File: src/rtl/mmio_timer_if.sv
// MEM-stage data-bus view of the memory-mapped timer: the core drives the store strobe, address
// and data, and the timer returns read data plus the window hit flag.
interface mmio_timer_if;
   logic        memwrite;
   logic [31:0] memaddr;
   logic [31:0] memwritedata;
   logic [31:0] memreaddata;
   logic        sel;

   modport master (output memwrite, memaddr, memwritedata, input memreaddata, sel);
   modport slave  (input memwrite, memaddr, memwritedata, output memreaddata, sel);
endinterface

File: src/rtl/mmio_timer.sv
// Memory-mapped down-counting timer (CTRL/LOAD/COUNT/STAT) with prescaler, one-shot/periodic expiry.
// Optional feature macro TIMER_IRQ_EN: implements CTRL.IE and the registered irq line.
module mmio_timer #(
   parameter logic [31:0] BASE_ADDR = 32'hFFFF_0000,
   parameter int          PRESCALE  = 1
) (
   input  logic        clk,
   input  logic        reset,
   mmio_timer_if.slave bus,
   output logic        irq
);
   localparam logic [15:0] PRE_LAST = 16'(PRESCALE - 1);

   logic        en_reg, en_next;
   logic        periodic_reg, periodic_next;
   logic        ie_reg, ie_next;
   logic        exp_reg, exp_next;
   logic        irq_reg, irq_next;
   logic [31:0] load_reg, load_next;
   logic [31:0] count_reg, count_next;
   logic [15:0] pre_reg, pre_next;
   logic        tick, expire;
   logic        wr_ctrl, wr_load, wr_stat;
   logic        unused_addr_bits;

   assign unused_addr_bits = ^bus.memaddr[1:0];

   assign bus.sel = (bus.memaddr[31:4] == BASE_ADDR[31:4]);
   assign wr_ctrl = bus.memwrite & bus.sel & (bus.memaddr[3:2] == 2'd0);
   assign wr_load = bus.memwrite & bus.sel & (bus.memaddr[3:2] == 2'd1);
   assign wr_stat = bus.memwrite & bus.sel & (bus.memaddr[3:2] == 2'd3);

   assign tick   = en_reg & (pre_reg == PRE_LAST);
   // A LOAD write on a tick edge pre-empts both the decrement and any expiry.
   assign expire = tick & ~wr_load & (count_reg == 32'd0);

   always_comb begin
      bus.memreaddata = 32'h0;
      if (bus.sel) begin
         case (bus.memaddr[3:2])
            2'd0:    bus.memreaddata = {29'd0, ie_reg, periodic_reg, en_reg};
            2'd1:    bus.memreaddata = load_reg;
            2'd2:    bus.memreaddata = count_reg;
            default: bus.memreaddata = {31'd0, exp_reg};
         endcase
      end
   end

   always_comb begin
      load_next     = load_reg;
      count_next    = count_reg;
      en_next       = en_reg;
      periodic_next = periodic_reg;
      ie_next       = ie_reg;
      exp_next      = exp_reg;
      pre_next      = pre_reg;

      if (wr_load) begin
         load_next  = bus.memwritedata;
         count_next = bus.memwritedata;
      end else if (tick) begin
         if (count_reg != 32'd0)
            count_next = count_reg - 32'd1;
         else if (periodic_reg)
            count_next = load_reg;
      end

      // Expiry decisions use the pre-write CTRL; a one-shot expiry overrides a written EN=1.
      if (wr_ctrl) begin
         en_next       = bus.memwritedata[0];
         periodic_next = bus.memwritedata[1];
`ifdef TIMER_IRQ_EN
         ie_next       = bus.memwritedata[2];
`endif
      end
`ifndef TIMER_IRQ_EN
      ie_next = 1'b0;
`endif
      if (expire && !periodic_reg)
         en_next = 1'b0;

      if (wr_stat && bus.memwritedata[0])
         exp_next = 1'b0;
      if (expire)
         exp_next = 1'b1;

      // Prescaler restarts from zero when disabled, when enabled afresh, and after every tick.
      if (!en_next || !en_reg || tick)
         pre_next = 16'd0;
      else
         pre_next = pre_reg + 16'd1;

      irq_next = exp_next & ie_next;
   end

   always_ff @(posedge clk) begin
      if (reset) begin
         en_reg       <= 1'b0;
         periodic_reg <= 1'b0;
         ie_reg       <= 1'b0;
         exp_reg      <= 1'b0;
         irq_reg      <= 1'b0;
         load_reg     <= 32'd0;
         count_reg    <= 32'd0;
         pre_reg      <= 16'd0;
      end else begin
         en_reg       <= en_next;
         periodic_reg <= periodic_next;
         ie_reg       <= ie_next;
         exp_reg      <= exp_next;
         irq_reg      <= irq_next;
         load_reg     <= load_next;
         count_reg    <= count_next;
         pre_reg      <= pre_next;
      end
   end

   assign irq = irq_reg;
endmodule
File: src/flat_wrapper.sv
// flat-port wrapper written by rule: the top's interface ports become plain ports
module mmio_timer_flat 
#(
   parameter logic [31:0] BASE_ADDR = 32'hFFFF_0000,
   parameter int          PRESCALE  = 1
)
  (clk, reset, irq, bus_memwrite, bus_memaddr, bus_memwritedata, bus_memreaddata, bus_sel);
  mmio_timer_if bus_i ();
  input  logic clk;
  input  logic reset;
  output logic irq;
  input wire logic [$bits(bus_i.memwrite)-1:0] bus_memwrite;
  input wire logic [$bits(bus_i.memaddr)-1:0] bus_memaddr;
  input wire logic [$bits(bus_i.memwritedata)-1:0] bus_memwritedata;
  output wire logic [$bits(bus_i.memreaddata)-1:0] bus_memreaddata;
  output wire logic [$bits(bus_i.sel)-1:0] bus_sel;
  assign bus_i.memwrite = bus_memwrite;
  assign bus_i.memaddr = bus_memaddr;
  assign bus_i.memwritedata = bus_memwritedata;
  assign bus_memreaddata = bus_i.memreaddata;
  assign bus_sel = bus_i.sel;
  mmio_timer #(.BASE_ADDR(BASE_ADDR), .PRESCALE(PRESCALE)) u_core (.clk(clk), .reset(reset), .bus(bus_i), .irq(irq));
endmodule
File: config.mk
export PLATFORM = sky130hd
export DESIGN_NAME = mmio_timer_flat
export DESIGN_NICKNAME = d
export VERILOG_FILES = /design/src/rtl/mmio_timer_if.sv /design/src/rtl/mmio_timer.sv /design/src/flat_wrapper.sv
export SDC_FILE = /design/constraint.sdc
export NUM_CORES = 1
export LEC_CHECK = 0
export CAP_MARGIN = 20
export CORE_MARGIN = 2
export CORE_UTILIZATION = 55
export DETAILED_ROUTE_END_ITERATION = 10
export DONT_BUFFER_PORTS = 1
export PLACE_DENSITY_LB_ADDON = 0.3
export SYNTH_ARGS = -nofsm -noshare
export SYNTH_HDL_FRONTEND = slang
export SYNTH_SLANG_ARGS = --single-unit
File: constraint.sdc
create_clock -name clk -period 6.44 [get_ports clk]
set_input_delay 1.288 -clock clk [delete_from_list [all_inputs] [get_ports clk]]
set_output_delay 1.288 -clock clk [all_outputs]
set_load 0.05 [all_outputs]
==> metrics.cfg <==
[cts]
clock_latency_ns = 0.36
cts_buffers = 9
post_cts_resize_count = 0
cts_hold_buf = 0
cts_tree = done
cts_max_level = 3
cts_setup_buffers = 0
cts_buffer_depth = 2
clk_pin_slew_ns = 0.08
cts_sinks = 83
cts_root_buffer = clkbuf_8

[logic_synthesis]
synthTopCellsByArea = dfxtp_1 34%, nor2_1 6.6%, nand2_1 6.4%, a22oi_1 4.6%, a21oi_1 4.5%
ys_warn_count = 0
synth_top_area_share_pct = 33.9
synth_area_um2 = 4900
synth_commonest_cells = 86 x nor2_1, 84 x nand2_1, 83 x dfxtp_1, 44 x a21oi_1, 42 x clkbuf_1
synth_seq_cells = 83
synth_ff_type = dfxtp_1
synth-edff-count = 0
syn_area_per_cell_um2 = 7.58
syn_nets = 717
ys_types = 61
synth-async-reset-ratio_pct = 0
synth.most_common_cell = nor2_1
ys_seq_area_share_pct = 33.9
yosys.area.top_type = dfxtp_1
synthCells = 646

[routing]
firstDrtPassIters = 5
drt_wl_total_mm = 13.3
wire_per_inst_um = 18.3
num_vias = 4684
antenna_left = 0
viasPerCell = 6.48
drt_iter0_markers = 292
drc = 0

[floorplanning]
initial_core_util_pct = 56.4
die_y_um = 98.4
core_um2 = 8680
die_w_um = 98.4
ios = 101
rows = 34
die_area_um2 = 9670

[run]
maxCapViolations = 0

[timing]
finalSetupTns_ns = 0
fin_crit_ns = 4.73
max_slew_margin_pct = 32.0
fmax_ghz = 0.211
period_share_pct = 73.4
slew_violations = 0
fin_skew_ns = 0.0166
setup_viol = 0
tightest_slew_ns = 1.01
rsz0062_at_grt = no
hold_violations = 0

[final_layout]
area_delta_synth_final_pct = 4.73
final_nets = 681
drive_gt1_share_pct = 6.67
antennaDiodeCount = 0

[worst_setup_path]
crit_type = primary input to output pin
worst-path-max-fanout = 19
crit_required_ns = 5.15
end_kind = output pin
cp_data_arrival_time_ns = 3.44
critPathLaunchType = primary input

[placement]
gp_congestion = 0.865
io_buffers = 0
place_hpwl_mm = 8.83

[worst_hold_path]
hold_path.class = flip-flop to flip-flop

[grt]
antenna_found_initial = 0
grt_max_degree = 69
grt_pass1_vias = 4585
grt_pass1_wl_mm = 21.8
overflow = 0
global_route.usage.total_pct = 27.2

[power]
cellLeakagePower_nw = 1.72
peakVddDrop_uv = 123
p_per_area_nw_per_um2 = 193
power_w = 0.000987

[outcome]
outcome = finished, final reports clean

==> report_power, final <==
group	internal (W)	switching, W	total (W)
clock network	0.000259	0.000200	0.000460
registers	0.000513	0.000000000000562	0.000513
logic	0.00000503	0.00000989	0.0000149
==> cell type report <==
| cell class | instances | area [µm²] |
|---|---|---|
| clock buffer | 10 | 128 |
| tap | 108 | 135 |
| inverter | 10 | 37.5 |
| fill | 817 | 3550 |
| sequential | 83 | 1660 |
| clock inverter | 6 | 113 |
| timing repair buffer | 8 | 60.1 |
| multi-input combinational | 498 | 2990 |
==> worst max-delay path, cell delays in order <==
cell,delay [ns]
nor4b_1,0.37
and4_1,0.32
nand2_1,0.36
buf_4,0.37
nor2_1,0.72
==> placed cells by master, fill, tap and decap left out, types with 12 or more instances in the layout <==
cell type | netlist | layout
nor2_1 | 86 | 86
o21bai_1 | 19 | 19
o211ai_1 | 12 | 12
or4_1 | 15 | 15
dfxtp_1 | 83 | 83
nand2_1 | 84 | 84
o21ai_0 | 15 | 15
a211oi_1 | 14 | 14
a22oi_1 | 30 | 30
a21oi_1 | 44 | 44
xnor2_1 | 20 | 20
nor3_1 | 18 | 18
nor4_1 | 15 | 14
==> per-stage QoR <==
| stage | hold WS [ns] | instances | setup WS, ns | utilization, % | instance area (µm²) |
|---|---|---|---|---|---|
| 6_report | 0.463 | 723 | 1.71 | 59.1 | 5130 |
| 5_1_grt | 0.474 | 723 | 1.50 | 59.1 | 5130 |
| 4_1_cts | 0.462 | 722 | 1.66 | 59.0 | 5120 |
| 3_5_place_dp | 0.452 | 706 | 1.67 | 56.2 | 4880 |
| 3_3_place_gp | 0.444 | 706 | 1.76 | 56.2 | 4880 |
| 2_1_floorplan | 0.438 | 646 | 2.25 | - | 4900 |
==> routing by layer <==
metal,routed length [µm],share of wire (%),track usage [%],vias up
met5,0,0,0,-
met2,6280,47,44.0,154
met3,857,6.5,4.01,15
li1,-,-,-,2261
met4,180,1.4,10.3,0
met1,5940,45,36.8,2254
==> path summary, 6_finish.rpt <==
path	startpoint	depth (start not counted)	slack (ns)	endpoint
min reg2reg	u_core.load_reg[3]	2	0.46	u_core.load_reg[3]
min	u_core.load_reg[3]	2	0.46	u_core.load_reg[3]
max	bus_memaddr[13]	5	1.71	bus_memreaddata[3]
max reg2reg	u_core.count_reg[24]	7	2.83	u_core.count_reg[24]
==> cell families (layout without fill, tap and decap cells) <==
kind of cell | Yosys count | after routing | share of synthesized area (%)
AND/OR/NAND/NOR | 281 | 281 | 28.2
AO/OA/AOI/OAI | 175 | 175 | 24.4
flip-flops | 83 | 83 | 33.9
buffers and inverters | 65 | 34 | 5.37
XOR/XNOR | 31 | 31 | 5.54
multiplexers | 6 | 6 | 1.48
adder cells (fa/ha/maj) | 4 | 4 | 1.02
other | 1 | 1 | 0.0766
Note: power is estimated with default switching activity, not from simulation.
